===== config.mk =====
export PLATFORM = sky130hd
export DESIGN_NAME = ddr_channel_arb_rr
export DESIGN_NICKNAME = d
export VERILOG_FILES = /design/src/rtl/ddr_channel_arb_rr.sv
export SDC_FILE = /design/constraint.sdc
export NUM_CORES = 1
export LEC_CHECK = 0
export CAP_MARGIN = 10
export CELL_PAD_IN_SITES_DETAIL_PLACEMENT = 0
export CELL_PAD_IN_SITES_GLOBAL_PLACEMENT = 1
export CORE_AREA = 2 2 677 679
export CTS_CLUSTER_SIZE = 40
export DETAILED_ROUTE_END_ITERATION = 7
export DIE_AREA = 0 0 679 681
export GPL_ROUTABILITY_DRIVEN = 0
export GPL_TIMING_DRIVEN = 1
export HOLD_SLACK_MARGIN = 0.1
export PLACE_DENSITY_LB_ADDON = 0.1
export SETUP_SLACK_MARGIN = 0.05
export SLEW_MARGIN = 20
export SYNTH_ARGS = -nofsm -noshare
export SYNTH_HDL_FRONTEND = slang
export SYNTH_SLANG_ARGS = --single-unit

===== constraint.sdc =====
create_clock -name i_clock -period 2.8 [get_ports i_clock]
set_input_delay 0.42 -clock i_clock [delete_from_list [all_inputs] [get_ports i_clock]]
set_output_delay 0.42 -clock i_clock [all_outputs]
set_load 0.05 [all_outputs]

===== src/rtl/ddr_channel_arb_rr.sv =====
// ddr_channel_arb_rr: multiplexes NUM_CH request channels onto a single-outstanding DDR port
// using round-robin or fixed-priority arbitration. Revision 1.0.
`default_nettype none

module ddr_channel_arb_rr #(
    parameter int                 NUM_CH     = 3,
    parameter int                 INDEX_W    = 19,
    parameter int                 DATA_W     = 64,
    parameter int                 BURST_W    = 512,
    parameter logic [NUM_CH-1:0]  BURST_CH   = NUM_CH'(3'b001),
    parameter bit                 FIXED_PRIO = 1'b0
) (
    input  logic                       i_clock,
    input  logic                       i_reset_n,

    input  logic [NUM_CH-1:0]          i_ch_valid,
    output logic [NUM_CH-1:0]          o_ch_ready,
    input  logic [NUM_CH*INDEX_W-1:0]  i_ch_index,
    input  logic [NUM_CH-1:0]          i_ch_write,
    input  logic [NUM_CH*DATA_W-1:0]   i_ch_wmask,
    input  logic [NUM_CH*DATA_W-1:0]   i_ch_wdata,
    output logic [NUM_CH-1:0]          o_ch_done,
    output logic [DATA_W-1:0]          o_ch_rdata,
    output logic [BURST_W-1:0]         o_ch_burst_rdata,

    output logic                       o_ddr_chip_enable,
    output logic [INDEX_W-1:0]         o_ddr_index,
    output logic                       o_ddr_write_enable,
    output logic                       o_ddr_burst_mode,
    output logic [DATA_W-1:0]          o_ddr_write_mask,
    output logic [DATA_W-1:0]          o_ddr_write_data,
    input  logic [DATA_W-1:0]          i_ddr_read_data,
    input  logic [BURST_W-1:0]         i_ddr_burst_read_data,
    input  logic                       i_ddr_operation_done,
    input  logic                       i_ddr_ready
);

    localparam int PTR_W = (NUM_CH > 1) ? $clog2(NUM_CH) : 1;

    typedef enum logic [1:0] {
        S_IDLE  = 2'd0,
        S_ISSUE = 2'd1,
        S_WAIT  = 2'd2,
        S_RESP  = 2'd3
    } state_t;

    state_t               r_state;
    logic [PTR_W-1:0]     r_rr_ptr;
    logic [PTR_W-1:0]     r_owner;
    logic [INDEX_W-1:0]   r_index;
    logic                 r_write;
    logic                 r_burst;
    logic [DATA_W-1:0]    r_mask;
    logic [DATA_W-1:0]    r_data;
    logic                 r_ce;
    logic [NUM_CH-1:0]    r_done;
    logic [DATA_W-1:0]    r_rdata;
    logic [BURST_W-1:0]   r_burst_rdata;

    logic [PTR_W-1:0]     w_base;
    logic [PTR_W-1:0]     w_winner;
    logic                 w_found;
    logic                 w_accept;
    logic [NUM_CH-1:0]    w_ready;
    logic [NUM_CH-1:0]    w_owner_oh;
    logic                 w_win_burst;

    function automatic logic [PTR_W-1:0] f_wrap(input logic [PTR_W-1:0] base, input int off);
        int s;
        s = int'(base) + off;
        if (s >= NUM_CH) s = s - NUM_CH;
        return PTR_W'(s);
    endfunction

    // Fixed priority is a search that always starts at channel 0.
    assign w_base = FIXED_PRIO ? '0 : r_rr_ptr;

    always_comb begin
        w_found  = 1'b0;
        w_winner = '0;
        for (int i = 0; i < NUM_CH; i++) begin
            if (!w_found && i_ch_valid[f_wrap(w_base, i)]) begin
                w_found  = 1'b1;
                w_winner = f_wrap(w_base, i);
            end
        end
    end

    assign w_accept    = (r_state == S_IDLE) && i_ddr_ready && w_found;
    assign w_win_burst = BURST_CH[w_winner];

    always_comb begin
        w_ready    = '0;
        w_owner_oh = '0;
        for (int i = 0; i < NUM_CH; i++) begin
            w_ready[i]    = w_accept && (w_winner == PTR_W'(i));
            w_owner_oh[i] = (r_owner == PTR_W'(i));
        end
    end

    always_ff @(posedge i_clock or negedge i_reset_n) begin
        if (!i_reset_n) begin
            r_state       <= S_IDLE;
            r_rr_ptr      <= '0;
            r_owner       <= '0;
            r_index       <= '0;
            r_write       <= 1'b0;
            r_burst       <= 1'b0;
            r_mask        <= '0;
            r_data        <= '0;
            r_ce          <= 1'b0;
            r_done        <= '0;
            r_rdata       <= '0;
            r_burst_rdata <= '0;
        end else begin
            r_ce   <= 1'b0;
            r_done <= '0;
            case (r_state)
                S_IDLE: begin
                    if (w_accept) begin
                        r_owner <= w_winner;
                        r_index <= i_ch_index[w_winner*INDEX_W +: INDEX_W];
                        r_mask  <= i_ch_wmask[w_winner*DATA_W +: DATA_W];
                        r_data  <= i_ch_wdata[w_winner*DATA_W +: DATA_W];
                        r_burst <= w_win_burst;
                        // Burst channels are read-only on the DDR side.
                        r_write <= i_ch_write[w_winner] & ~w_win_burst;
                        r_ce    <= 1'b1;
                        r_state <= S_ISSUE;
                        if (!FIXED_PRIO) begin
                            r_rr_ptr <= (w_winner == PTR_W'(NUM_CH - 1)) ? '0 : w_winner + 1'b1;
                        end
                    end
                end
                S_ISSUE, S_WAIT: begin
                    if (i_ddr_operation_done) begin
                        if (r_burst) begin
                            r_burst_rdata <= i_ddr_burst_read_data;
                        end else if (!r_write) begin
                            r_rdata <= i_ddr_read_data;
                        end
                        r_done  <= w_owner_oh;
                        r_state <= S_RESP;
                    end else begin
                        r_state <= S_WAIT;
                    end
                end
                S_RESP: begin
                    r_state <= S_IDLE;
                end
                default: begin
                    r_state <= S_IDLE;
                end
            endcase
        end
    end

    assign o_ch_ready         = w_ready;
    assign o_ch_done          = r_done;
    assign o_ch_rdata         = r_rdata;
    assign o_ch_burst_rdata   = r_burst_rdata;
    assign o_ddr_chip_enable  = r_ce;
    assign o_ddr_index        = r_index;
    assign o_ddr_write_enable = r_write;
    assign o_ddr_burst_mode   = r_burst;
    assign o_ddr_write_mask   = r_mask;
    assign o_ddr_write_data   = r_data;

endmodule

`default_nettype wire


Yosys cells after proc, flatten, opt, wreduce, memory -nomap -nowiden
Cells that the tools add are included.

Flip-flop bits (word level): 735. Input bits: 1027.

Add/subtract/negate cells: 6. Multipliers: 1. $lt $le $gt $ge: 7. Equal/unequal tests: 8. Shift-type cells: 3. Multiplexer cells: 27. Bitwise operators: 4. Reduce and logical (&&, ||, !) cells: 16.

Operator list (count): $shiftx 192x9->64 (2); $shiftx 57x8->19 (1); $mux 2 (8); $lt 2x3->1 const B (4); $mux 1 (11); $bmux 1 s2 (5); $eq 2x2->1 const B (4); $logic_and 1x1->1 (7); $mul 2x5->7 const B (1); $eq 2x1->1 const B (3); $ge 3x2->1 const B (2); $logic_not 2->1 (3); $mux 3 (2); $pmux 2 s3 (1); $sub 2x2->2 const B (3); $reduce_and 4->1 (1); $add 2x1->3 const B (1); $add 2x2->3 const B (1); $not 1->1 (3); $reduce_and 3->1 (1); $add 2x1->2 const B (1); $ge 2x2->1 const B (1); $logic_not 1->1 (2); $ne 2x2->1 const B (1); 3 further kinds (3).

Logic depth before layout (Yosys ltp)
Word-level depth: 15. Mapped depth: 11. Depth with buffers taken out: 8.

Worst setup path after synthesis
Ideal clock, no wire load.

Path kind: flip-flop to output port. Start point: reg r_rr_ptr[0]. End point: out o_ch_ready[1]. Arrival: 2.980 ns. Data required time: 2.380 ns. Setup slack: -0.600 ns. Cell stages (with the launch flop): 10. Buffers on the path: 3. Path through: dfrtp_1 -> inv_1 -> ha_1 -> clkbuf_2 -> o221ai_2 -> o311ai_4 -> or3_1 -> buf_2 -> buf_2 -> nor2_1.

Cells in the longest elaborated chain, start to end: 13. Elaborated cells between the ends (all ways): 30. Those cells by class: add/sub: 5; order compare: 3; eq/ne: 1; mux: 15; reduce/logical: 6.

RTL lines: start, declared (line 48) `logic [PTR_W-1:0] r_rr_ptr;`; start signal, assigned (line 131) `r_rr_ptr <= (w_winner == PTR_W'(NUM_CH - 1)) ? '0 : w_winner + 1'b1;`; parallel branches: the longest is 12 deep, another holds $add 2x1->3; $logic_and 1x1->1 * (line 96) `w_ready[i] = w_accept && (w_winner == PTR_W'(i));`; end, declared (line 17) `output logic [NUM_CH-1:0] o_ch_ready,`.

Mark *: on every way between the ends. The select of a mux whose other input is x is not followed.

Worst setup path after layout
Start point: reg r_rr_ptr[1]. End point: out o_ch_ready[2].

Cells in the longest elaborated chain, start to end: 13. Elaborated cells between the ends (all ways): 30. Those cells by class: add/sub: 5; order compare: 3; eq/ne: 1; mux: 15; reduce/logical: 6.

RTL lines (line): parallel branches: the longest is 12 deep, another holds $add 2x1->3; $logic_and 1x1->1 * (96).

Marked as above.

==> reports/metrics.csv <==
metric;value;unit
fin util;0.148;
commonest non-fill, non-tap cells in the layout;1523 x clkdlybuf4s50_1, 733 x dfrtp_1, 577 x mux2_2;
Max Buffers Root-to-Sink;4;
RSZ-0062 raised after global routing;yes;
top cell type's share of synthesized area;0.606;
Post-Route WL;297000;um
area growth from synthesis to layout;122;%
Final WS setup;-0.638;ns
max frequency;0.291;GHz
fin. max-slew vios;0;
hpwl dp;244000;um
H-tree level count;3;
crit-path max FO;7;
busiest grt layer;met2;
Rows;248;
max_cap viols;0;
number of global-route vias before repair;32000;
Syn Nets;3165;
Unique masters post-synth;38;
post-DR vias/cell;2.73;
synthesized flop and latch total;734;
met1 GRT Util;0.120;
Pwr Total;89.7;mW
layout cells sized above 1;0.253;
Final Hold Viols;0;
Buf+Inv Stages, Crit Path;5;
Filler Cell Count;51000;
clk root buf;clkbuf_16;
initial antenna violation count;179;
die width;679;um
number of enable flip-flop cells after synthesis;0;
worst ir drop on vdd;532;uV
commonest non-fill, non-tap cell in the layout;clkdlybuf4s50_1;
Num CTS Buffers;120;
largest cells by area after synthesis;dfrtp_1 61%, mux2_2 22%, o211ai_1 7.3%;
DRC violations left;0;
Worst-path clk slew;0.06;ns
met2 Resource Use GR;0.237;
Mapped Cells;2132;
DRT iter0 DRCs;949;
Avg Inst Size Synth;14.2;um^2
CTS tree;built;
crit path kind;reg -> out;
Final Cycle Share;1.23;
aggregate global-route resource usage;0.122;
family with the most delay on the worst path;buffers and inverters;
predominant post-synthesis flop cell;dfrtp_1;
Ports;1759;
Power Dens Cells;1330;mW/mm^2
Post-layout nets;5655;
Multi-input gate area;0.0117;mm^2
total internal power;44.2;mW
Initial Utilization;0.0666;
die area;0.462;mm^2
Req. time, crit path;2.38;ns
Sw Share;0.507;
Die Y;681;um
IO Port Bufs;1758;
WL per Instance;27.7;um
clk_lat worst skew;0.88;ns
sequential area share after synthesis;0.606;
fin crit period;3.44;ns
worst min path class;in -> reg;
Placed Instance Area;0.0564;mm^2
Slew headroom;0.464;
global route overflow;0;
Arr. time, crit path;3.02;ns
failing checks;setup timing;
Core Region;0.455;mm^2
Logic pwr share;0.609;
Warnings, synthesis;0;
Storage cell area;0.0184;mm^2
crit-path max cell delay;0.39;ns
first-pass GRT wire length;370000;um
# setup viols final;131;
run status;complete, but fails checks;
Worst Max-Slew Pin Slew;0.808;ns
leading area contributor after synthesis;dfrtp_1;
Min Hold Slack;0.201;ns
Top cell by count, worst path;buf_6;
drt pass-1 iters;4;
crit path launch type;flop;
ANT nets after route;0;
Final Skew;0.0567;ns
design area;0.0672;mm^2
CP max stage cell;dfrtp_1;
via count;29300;
sequential power share;0.218;
Clock Sinks;734;
Syn Std Cell Area;0.0303;mm^2
GR met3 Demand/Resource;0.0499;
Psw;45.4;mW
CP cell instances;buf_6 > ha_4 > buf_6 > buf_6 > and4b_1 > a211o_1 > mux2i_4 > buf_12 > and3_4 > buf_12;
Clock power frac;0.174;
Leak Pwr;26.3;nW
Post-synth ARST share;1.00;
largest net degree at the start of global routing;66;
crit path capture type;output port;
-- path summary, 6_finish.rpt --
check | startpoint | to | slack [ns] | cells past startpoint
setup / recovery | r_rr_ptr[1] | o_ch_ready[2] | -0.64 | 10
hold / removal | i_ch_wmask[187] | o_ddr_write_mask[59] | 0.20 | 3
setup reg to reg | r_rr_ptr[1] | o_ddr_write_data[5] | -0.29 | 16
hold reg to reg | r_owner[0] | o_ch_done[2] | 0.48 | 1
max in group asynchronous | i_reset_n | o_ch_burst_rdata[467] | 1.34 | 3
min in group asynchronous | i_reset_n | o_ch_burst_rdata[504] | 0.53 | 3
-- power groups by stage --
| stage | sequential (mW) | clock, mW | combinational, mW |
|---|---|---|---|
| finish | 19.5 | 15.6 | 54.6 |
| global route | 20.3 | 16.8 | 57.0 |
| CTS | 19.7 | 16.5 | 54.1 |
| detailed placement | 19.8 | 0 | 53.2 |
| global placement | 19.8 | 0 | 53.4 |
| floorplan | 37.0 | 0 | 10.4 |
-- timing repair --
| action | CTS | global route |
|---|---|---|
| hold buffers | 535 | 0 |
| gates resized for setup | 137 | 139 |
| endpoints found under the hold margin | 834 | 0 |
| pin swaps | 8 | 50 |
| buffers inserted | 14 | 21 |
| gates cloned | 4 | 20 |
| setup endpoints to repair | 133 | 152 |
-- flip-flops by register name, indices dropped and copies added, names as in the netlist --
register and flops:
o_ddr_index 19, o_ddr_write_mask 64, r_rr_ptr 2, r_state 2, o_ch_burst_rdata 512, r_owner 2, o_ddr_write_data 64, o_ddr_chip_enable 1
o_ch_done 3, o_ddr_write_enable 1, o_ch_rdata 64
-- worst reg2reg max path, cell delays in order, from the launching register on --
cell	delay, ns
dfrtp_1	0.39
buf_6	0.14
ha_4	0.17
buf_6	0.14
buf_6	0.11
and4b_1	0.18
a211o_1	0.32
mux2i_4	0.22
buf_12	0.14
buf_6	0.08
buf_6	0.08
buf_6	0.10
buf_16	0.16
buf_12	0.23
clkbuf_16	0.21
mux2i_2	0.24
o211ai_1	0.10
-- per-stage QoR --
stage / worst slack (ns) / TNS (ns) / cells
2_1_floorplan: -0.00964 / -0.00964 / 2132
3_3_place_gp: -0.313 / -21.66 / 9911
3_5_place_dp: -0.354 / -26.34 / 9911
4_1_cts: -0.801 / -23.55 / 10700
5_1_grt: -0.812 / -34.28 / 10700
6_report: -0.638 / -18.08 / 10700
-- per-layer routing --
| metal | share of wire | routed length (um) | up-vias |
|---|---|---|---|
| met3 | 0.087 | 25900 | 430 |
| met1 | 0.34 | 101000 | 14700 |
| li1 | - | - | 12900 |
| met2 | 0.55 | 162000 | 1203 |
| met4 | 0.024 | 7250 | 98 |
| met5 | 0.0021 | 610 | - |
-- Yosys cell counts, types with 4 or more instances --
master	number
buf_1	9
buf_2	41
buf_4	9
clkbuf_1	101
dfrtp_1	734
ha_1	6
inv_1	4
mux2_2	579
mux2i_1	152
nand2_1	156
nor2_1	7
nor3_1	4
o211ai_1	296
-- final cells by class --
type | count | area share
antenna | 32 | 0.00119
tap | 6000 | 0.112
clock inverter | 18 | 0.00421
timing repair buffer | 2530 | 0.381
clock buffer | 191 | 0.0535
inverter | 5 | 0.000522
multi-input combinational | 1230 | 0.174
timing repair inverter | 1 | 0.000168
sequential | 734 | 0.273
-- logic make-up after synthesis --
kind of cell | synth area share
adders and majority gates | 0.00248
muxes | 0.266
AOI/OAI and AO/OA | 0.0774
buffers and inverters | 0.0241
DFF | 0.606
and+or+nand+nor | 0.0243
No activity file was read; power rests on OpenSTA's default activity.
